File: src/rtl/decrypt_unit_if.sv
// rtl/decrypt_unit_if.sv - handshake/bus bundle for decrypt_unit
// Purpose: groups the input (stored/key/tag) and output (result/errors) channels.
// Ports (as seen by the unit, modport slave):
//   in_valid/in_ready   input handshake, stored[7:0], key[3:0], tag_in[TAG_W-1:0]
//   out_valid/out_ready output handshake, num_out[3:0], tag_out[TAG_W-1:0],
//   err_div0, err_ovf, err_rem
interface decrypt_unit_if #(
  parameter int TAG_W = 4
);
  logic             in_valid;
  logic             in_ready;
  logic [7:0]       stored;
  logic [3:0]       key;
  logic [TAG_W-1:0] tag_in;
  logic             out_valid;
  logic             out_ready;
  logic [3:0]       num_out;
  logic [TAG_W-1:0] tag_out;
  logic             err_div0;
  logic             err_ovf;
  logic             err_rem;

  modport master (
    output in_valid, stored, key, tag_in, out_ready,
    input  in_ready, out_valid, num_out, tag_out, err_div0, err_ovf, err_rem
  );

  modport slave (
    input  in_valid, stored, key, tag_in, out_ready,
    output in_ready, out_valid, num_out, tag_out, err_div0, err_ovf, err_rem
  );
endinterface

File: src/rtl/decrypt_unit.sv
// rtl/decrypt_unit.sv - recovers a 4-bit number from stored word / key, then un-rotates
// Purpose: restoring division of an 8-bit stored word by a 4-bit key (one quotient
//   bit per clock), followed by a right rotation that undoes the upstream left rotation.
// Ports:
//   clk    rising-edge clock
//   reset  asynchronous active-high reset
//   bus    decrypt_unit_if.slave (input channel, result channel, error flags)
module decrypt_unit #(
  parameter int ROT_AMT = 1,
  parameter int TAG_W   = 4
) (
  input  logic           clk,
  input  logic           reset,
  decrypt_unit_if.slave  bus
);

  typedef enum logic [1:0] {
    IDLE  = 2'd0,
    DIV   = 2'd1,
    UNROT = 2'd2,
    DONE  = 2'd3
  } state_t;

  state_t           state;
  logic [3:0]       lo_q;     // low dividend nibble, fed in one bit per DIV step
  logic [3:0]       key_q;
  logic [TAG_W-1:0] tag_q;
  logic [4:0]       rem;
  logic [3:0]       q;
  logic [1:0]       cnt;

  logic [4:0]       r_shift;
  logic [4:0]       r_sub;
  logic             r_ge;
  logic [3:0]       q_rot;

  assign bus.in_ready = (state == IDLE);

  // Partial remainder stays below key, so shifting in one bit never needs more than 5 bits.
  assign r_shift = {rem[3:0], lo_q[cnt]};
  assign r_ge    = (r_shift >= {1'b0, key_q});
  assign r_sub   = r_shift - {1'b0, key_q};

  // Right rotation: the low nibble of {q,q} shifted right by ROT_AMT.
  assign q_rot = 4'({q, q} >> ROT_AMT);

  always_ff @(posedge clk or posedge reset) begin
    if (reset) begin
      state        <= IDLE;
      bus.out_valid <= 1'b0;
      bus.num_out  <= 4'd0;
      bus.tag_out  <= '0;
      bus.err_div0 <= 1'b0;
      bus.err_ovf  <= 1'b0;
      bus.err_rem  <= 1'b0;
      lo_q         <= 4'd0;
      key_q        <= 4'd0;
      tag_q        <= '0;
      rem          <= 5'd0;
      q            <= 4'd0;
      cnt          <= 2'd0;
    end else begin
      case (state)
        IDLE: begin
          if (bus.in_valid) begin
            lo_q  <= bus.stored[3:0];
            key_q <= bus.key;
            tag_q <= bus.tag_in;
            if (bus.key == 4'd0) begin
              state         <= DONE;
              bus.out_valid <= 1'b1;
              bus.num_out   <= 4'd0;
              bus.tag_out   <= bus.tag_in;
              bus.err_div0  <= 1'b1;
              bus.err_ovf   <= 1'b0;
              bus.err_rem   <= 1'b0;
            end else if (bus.stored[7:4] >= bus.key) begin
              // Quotient would need a fifth bit.
              state         <= DONE;
              bus.out_valid <= 1'b1;
              bus.num_out   <= 4'd0;
              bus.tag_out   <= bus.tag_in;
              bus.err_div0  <= 1'b0;
              bus.err_ovf   <= 1'b1;
              bus.err_rem   <= 1'b0;
            end else begin
              rem   <= {1'b0, bus.stored[7:4]};
              cnt   <= 2'd3;
              state <= DIV;
            end
          end
        end

        DIV: begin
          if (r_ge) begin
            rem    <= r_sub;
            q[cnt] <= 1'b1;
          end else begin
            rem    <= r_shift;
            q[cnt] <= 1'b0;
          end
          if (cnt == 2'd0) begin
            state <= UNROT;
          end else begin
            cnt <= cnt - 2'd1;
          end
        end

        UNROT: begin
          state         <= DONE;
          bus.out_valid <= 1'b1;
          bus.num_out   <= q_rot;
          bus.tag_out   <= tag_q;
          bus.err_div0  <= 1'b0;
          bus.err_ovf   <= 1'b0;
          bus.err_rem   <= (rem != 5'd0);
        end

        DONE: begin
          // Result fields stay as they are after the handshake; only out_valid drops.
          if (bus.out_ready) begin
            state         <= IDLE;
            bus.out_valid <= 1'b0;
          end
        end

        default: state <= IDLE;
      endcase
    end
  end

endmodule
File: src/flat_wrapper.sv
// flat-port wrapper written by rule: the top's interface ports become plain ports
module decrypt_unit_flat 
#(
  parameter int ROT_AMT = 1,
  parameter int TAG_W   = 4
)
  (clk, reset, bus_in_valid, bus_stored, bus_key, bus_tag_in, bus_out_ready, bus_in_ready, bus_out_valid, bus_num_out, bus_tag_out, bus_err_div0, bus_err_ovf, bus_err_rem);
  decrypt_unit_if #(.TAG_W(TAG_W)) bus_i ();
  input  logic clk;
  input  logic reset;
  input wire logic [$bits(bus_i.in_valid)-1:0] bus_in_valid;
  input wire logic [$bits(bus_i.stored)-1:0] bus_stored;
  input wire logic [$bits(bus_i.key)-1:0] bus_key;
  input wire logic [$bits(bus_i.tag_in)-1:0] bus_tag_in;
  input wire logic [$bits(bus_i.out_ready)-1:0] bus_out_ready;
  output wire logic [$bits(bus_i.in_ready)-1:0] bus_in_ready;
  output wire logic [$bits(bus_i.out_valid)-1:0] bus_out_valid;
  output wire logic [$bits(bus_i.num_out)-1:0] bus_num_out;
  output wire logic [$bits(bus_i.tag_out)-1:0] bus_tag_out;
  output wire logic [$bits(bus_i.err_div0)-1:0] bus_err_div0;
  output wire logic [$bits(bus_i.err_ovf)-1:0] bus_err_ovf;
  output wire logic [$bits(bus_i.err_rem)-1:0] bus_err_rem;
  assign bus_i.in_valid = bus_in_valid;
  assign bus_i.stored = bus_stored;
  assign bus_i.key = bus_key;
  assign bus_i.tag_in = bus_tag_in;
  assign bus_i.out_ready = bus_out_ready;
  assign bus_in_ready = bus_i.in_ready;
  assign bus_out_valid = bus_i.out_valid;
  assign bus_num_out = bus_i.num_out;
  assign bus_tag_out = bus_i.tag_out;
  assign bus_err_div0 = bus_i.err_div0;
  assign bus_err_ovf = bus_i.err_ovf;
  assign bus_err_rem = bus_i.err_rem;
  decrypt_unit #(.ROT_AMT(ROT_AMT), .TAG_W(TAG_W)) u_core (.clk(clk), .reset(reset), .bus(bus_i));
endmodule
File: config.mk
export PLATFORM = sky130hd
export DESIGN_NAME = decrypt_unit_flat
export DESIGN_NICKNAME = d
export VERILOG_FILES = /design/src/rtl/decrypt_unit_if.sv /design/src/rtl/decrypt_unit.sv /design/src/flat_wrapper.sv
export SDC_FILE = /design/constraint.sdc
export NUM_CORES = 1
export LEC_CHECK = 0
export BUFFER_PORTS_ARGS = -buffer_cell sky130_fd_sc_hd__buf_2
export CAP_MARGIN = 0
export CORE_MARGIN = 10
export CORE_UTILIZATION = 59
export CTS_BUF_LIST = sky130_fd_sc_hd__clkbuf_8
export DETAILED_ROUTE_END_ITERATION = 7
export GPL_ROUTABILITY_DRIVEN = 0
export PLACE_DENSITY_LB_ADDON = 0.2
export SLEW_MARGIN = 40
export SYNTH_ARGS = -nofsm -noshare
export SYNTH_HDL_FRONTEND = slang
export SYNTH_SLANG_ARGS = --single-unit
File: constraint.sdc
create_clock -name clk -period 2.68 [get_ports clk]
set_input_delay 0.268 -clock clk [delete_from_list [all_inputs] [get_ports clk]]
set_output_delay 0.268 -clock clk [all_outputs]
set_load 0.01 [all_outputs]
==> impl_metrics.py <==
metrics = {
    "logic_synthesis": {
        "seq_area_frac_synth_pct": 43.10,
        "synth-compound-area-share_pct": 15.78,
        "ys_warn_count": 0,
        "synth_top_area_share_pct": 43.10,
        "synth_flop_cell": "dfrtp_1",
        "synthAdderAreaFrac_pct": 10.25,
        "synth_simple_gate_area_share_pct": 8.620,
        "synth_mux_area_share_pct": 15.03,
        "synth_area_leaders": "dfrtp_1, ha_1, mux2_2",
        "async_reset_ff_share_pct": 100.0,
        "synthXorXnorAreaFrac_pct": 0.8154,
        "synth_cell_types": 44,
        "syn_nets": 234,
        "yosysMostFrequentCell": "dfrtp_1",
        "synth_top_family_by_area": "compound AO/OA/AOI/OAI gates",
        "ys_top_cells_by_count": "dfrtp_1, inv_1, ha_1, nand2_1, mux2_2",
        "synth-edff-count": 0,
        "ys_seq_elements": 37,
        "synthCells": 197,
        "yosys.area.top_type": "dfrtp_1",
        "syn_area_um2": 2148,
        "avgSynthCellArea_um2": 10.91,
    },
    "pwr": {
        "vdd_drop_max_mv": 0.7764,
        "powerDensity_nw_per_um2": 1298,
        "p_total_mw": 3.203,
        "p_leak_nw": 1.199,
    },
    "drt": {
        "dr_total_vias": 1604,
        "drtIter0Drc": 128,
        "dr.pass1.iters": 4,
        "wirelength_mm": 4.574,
        "drtAntennaViolNets": 0,
        "routedWlPerCell_um": 16.34,
        "vias_per_cell": 5.729,
        "drcViolationCount": 0,
    },
    "floorplanning": {
        "core_um2": 3416,
        "io_pins": 33,
        "dieArea_um2": 6455,
        "initial_core_util_pct": 62.89,
        "die_h_um": 80.34,
        "die_w_um": 80.34,
        "rows": 21,
    },
    "placement": {
        "io_buffers": 32,
        "dp_hpwl_mm": 3.461,
    },
    "clocking": {
        "cts_root_buf": "clkbuf_8",
        "cts_num_sinks": 37,
        "post-cts-setup-buffers": 0,
        "cts_resized": 0,
        "clkLatencyLatePin_ns": 0.29,
        "clk_pin_slew_ns": 0.07,
        "clockBufferDepth": 2,
        "cts_buffers": 5,
        "ctsHoldBuffers": 0,
        "cts_tree": "yes",
        "h-tree-depth": 2,
    },
    "setup_path": {
        "r2r-start": "u_core.cnt[0]$_DFFE_PP0P_",
        "cp_max_fo": 8,
        "cp.arrival_ns": 2.60,
        "r2r_cells": 8,
        "crit_required_ns": 2.87,
        "endpoint_kind": "flip-flop",
        "startpoint_type": "flip-flop",
        "rr_endpoint": "u_core.rem[0]$_DFFE_PP0P_",
        "critPathKind": "reg2reg",
        "r2r_slack_ns": 0.28,
        "crit_path_start": "u_core.cnt[0]$_DFFE_PP0P_",
    },
    "global_routing": {
        "grt_max_degree": 38,
        "grt.total_usage_pct": 15.10,
        "grt_util_met1_pct": 18.65,
        "antenna_found_initial": 0,
        "grt_pass1_wl_mm": 7.803,
        "first_global_vias": 1666,
        "grt_overflow": 0,
        "use_met3_pct": 4.677,
        "grt.busiest_layer": "met2",
        "grt_use_met2_pct": 24.76,
    },
    "cells_and_area": {
        "drive_gt1_share_pct": 31.20,
        "area_growth_pct": 14.91,
        "seqCellArea_um2": 925.9,
        "antennaDiodeCount": 0,
        "layout.nets": 270,
        "multi_input_area_um2": 1085,
        "nFillCells": 266,
    },
    "flow_run": {
        "drv_cap": 0,
    },
    "timing": {
        "finalHoldViolCount": 0,
        "tightestPinTransition_ns": 0.7670,
        "period_minus_slack_ns": 2.403,
        "grt_setup_unrepaired": "no",
        "relSlewSlack_pct": 48.86,
        "finalSetupViolations": 0,
        "period_share_pct": 89.66,
        "finalSetupTns_ns": 0,
        "clock_skew_ns": 0.005792,
        "fmax_ghz": 0.4162,
        "slew_viol_final": 0,
    },
    "hold_path": {
        "hold_class": "in2async",
    },
    "status": {
        "status": "finished clean",
    },
}
metal layers:
metal / vias to the layer above / part of all wire, % / routed length (µm)
met5: - / 0 / 0
met1: 788 / 44 / 2008
met2: 53 / 49 / 2224
met3: 6 / 6.3 / 287
li1: 757 / - / -
met4: 0 / 1.2 / 53
report_power, final:
part	leakage (nW)	internal, mW	switching [mW]
Combinational	0.693	0.797	0.909
Sequential	0.443	0.822	0.181
Clock	0.0626	0.299	0.194
Total	1.20	1.92	1.28
cell type report:
| type | instances | share of cell area [%] |
|---|---|---|
| timing repair buffer | 36 | 7.704 |
| sequential | 37 | 37.51 |
| clock buffer | 6 | 3.345 |
| tap | 46 | 2.331 |
| multi-input combinational | 128 | 43.94 |
| clock inverter | 2 | 1.368 |
| inverter | 25 | 3.801 |
worst max path at each step:
stage / slack [ns] / end / cells past startpoint
after floorplan: 0.47 / u_core.rem[1]$_DFFE_PP0P_ / 9
after global placement: 0.40 / u_core.rem[1]$_DFFE_PP0P_ / 8
after detailed placement: 0.31 / u_core.rem[2]$_DFFE_PP0P_ / 8
after CTS: 0.28 / u_core.rem[2]$_DFFE_PP0P_ / 8
after global routing: 0.1 / u_core.rem[1]$_DFFE_PP0P_ / 8
final: 0.28 / u_core.rem[0]$_DFFE_PP0P_ / 8
cells in the final DEF (no fill, tap or decap), types with 4 or more instances in the layout:
| cell type | netlist | routed |
|---|---|---|
| buf_2 | 2 | 32 |
| mux2i_1 | 6 | 6 |
| inv_1 | 25 | 26 |
| buf_4 | 0 | 4 |
| nand2_1 | 16 | 16 |
| nor2_1 | 9 | 9 |
| clkbuf_8 | 0 | 6 |
| o21ai_0 | 8 | 8 |
| a21oi_1 | 9 | 9 |
| a211oi_1 | 4 | 4 |
| mux2_2 | 15 | 15 |
| mux2_4 | 4 | 4 |
| nand3_1 | 5 | 5 |
| ha_1 | 16 | 16 |
| dfrtp_1 | 37 | 37 |
stage by stage:
stage	hold WS (ns)	cells	utilization (%)	setup WS, ns	cell area, µm²
4_1_cts	0.08919	280	72.27	0.2751	2469
3_3_place_gp	0.3926	272	68.86	0.3970	2352
3_5_place_dp	0.4007	272	68.86	0.3087	2352
5_1_grt	0.1122	280	72.27	0.09517	2469
6_report	0.07695	280	72.27	0.2772	2469
2_1_floorplan	0.4186	197	-	0.4659	2148
cells by family (layout without fill, tap and decap cells):
family | Yosys count | count (layout)
AO/OA/AOI/OAI | 43 | 43
XOR/XNOR | 2 | 2
adder cells (fa/ha/maj) | 17 | 17
buffers and inverters | 32 | 69
flip-flops | 37 | 37
multiplexers | 27 | 27
AND/OR/NAND/NOR | 39 | 39
critical path, stage by stage, from the launching register on:
cell and delay, ns:
dfrtp_1 0.45, mux4_2 0.54, inv_1 0.07, ha_1 0.23
nand4_1 0.09, and2_1 0.20, and2_1 0.35, a211oi_1 0.13
o31ai_1 0.26
Power figures use the tool's default switching activity.
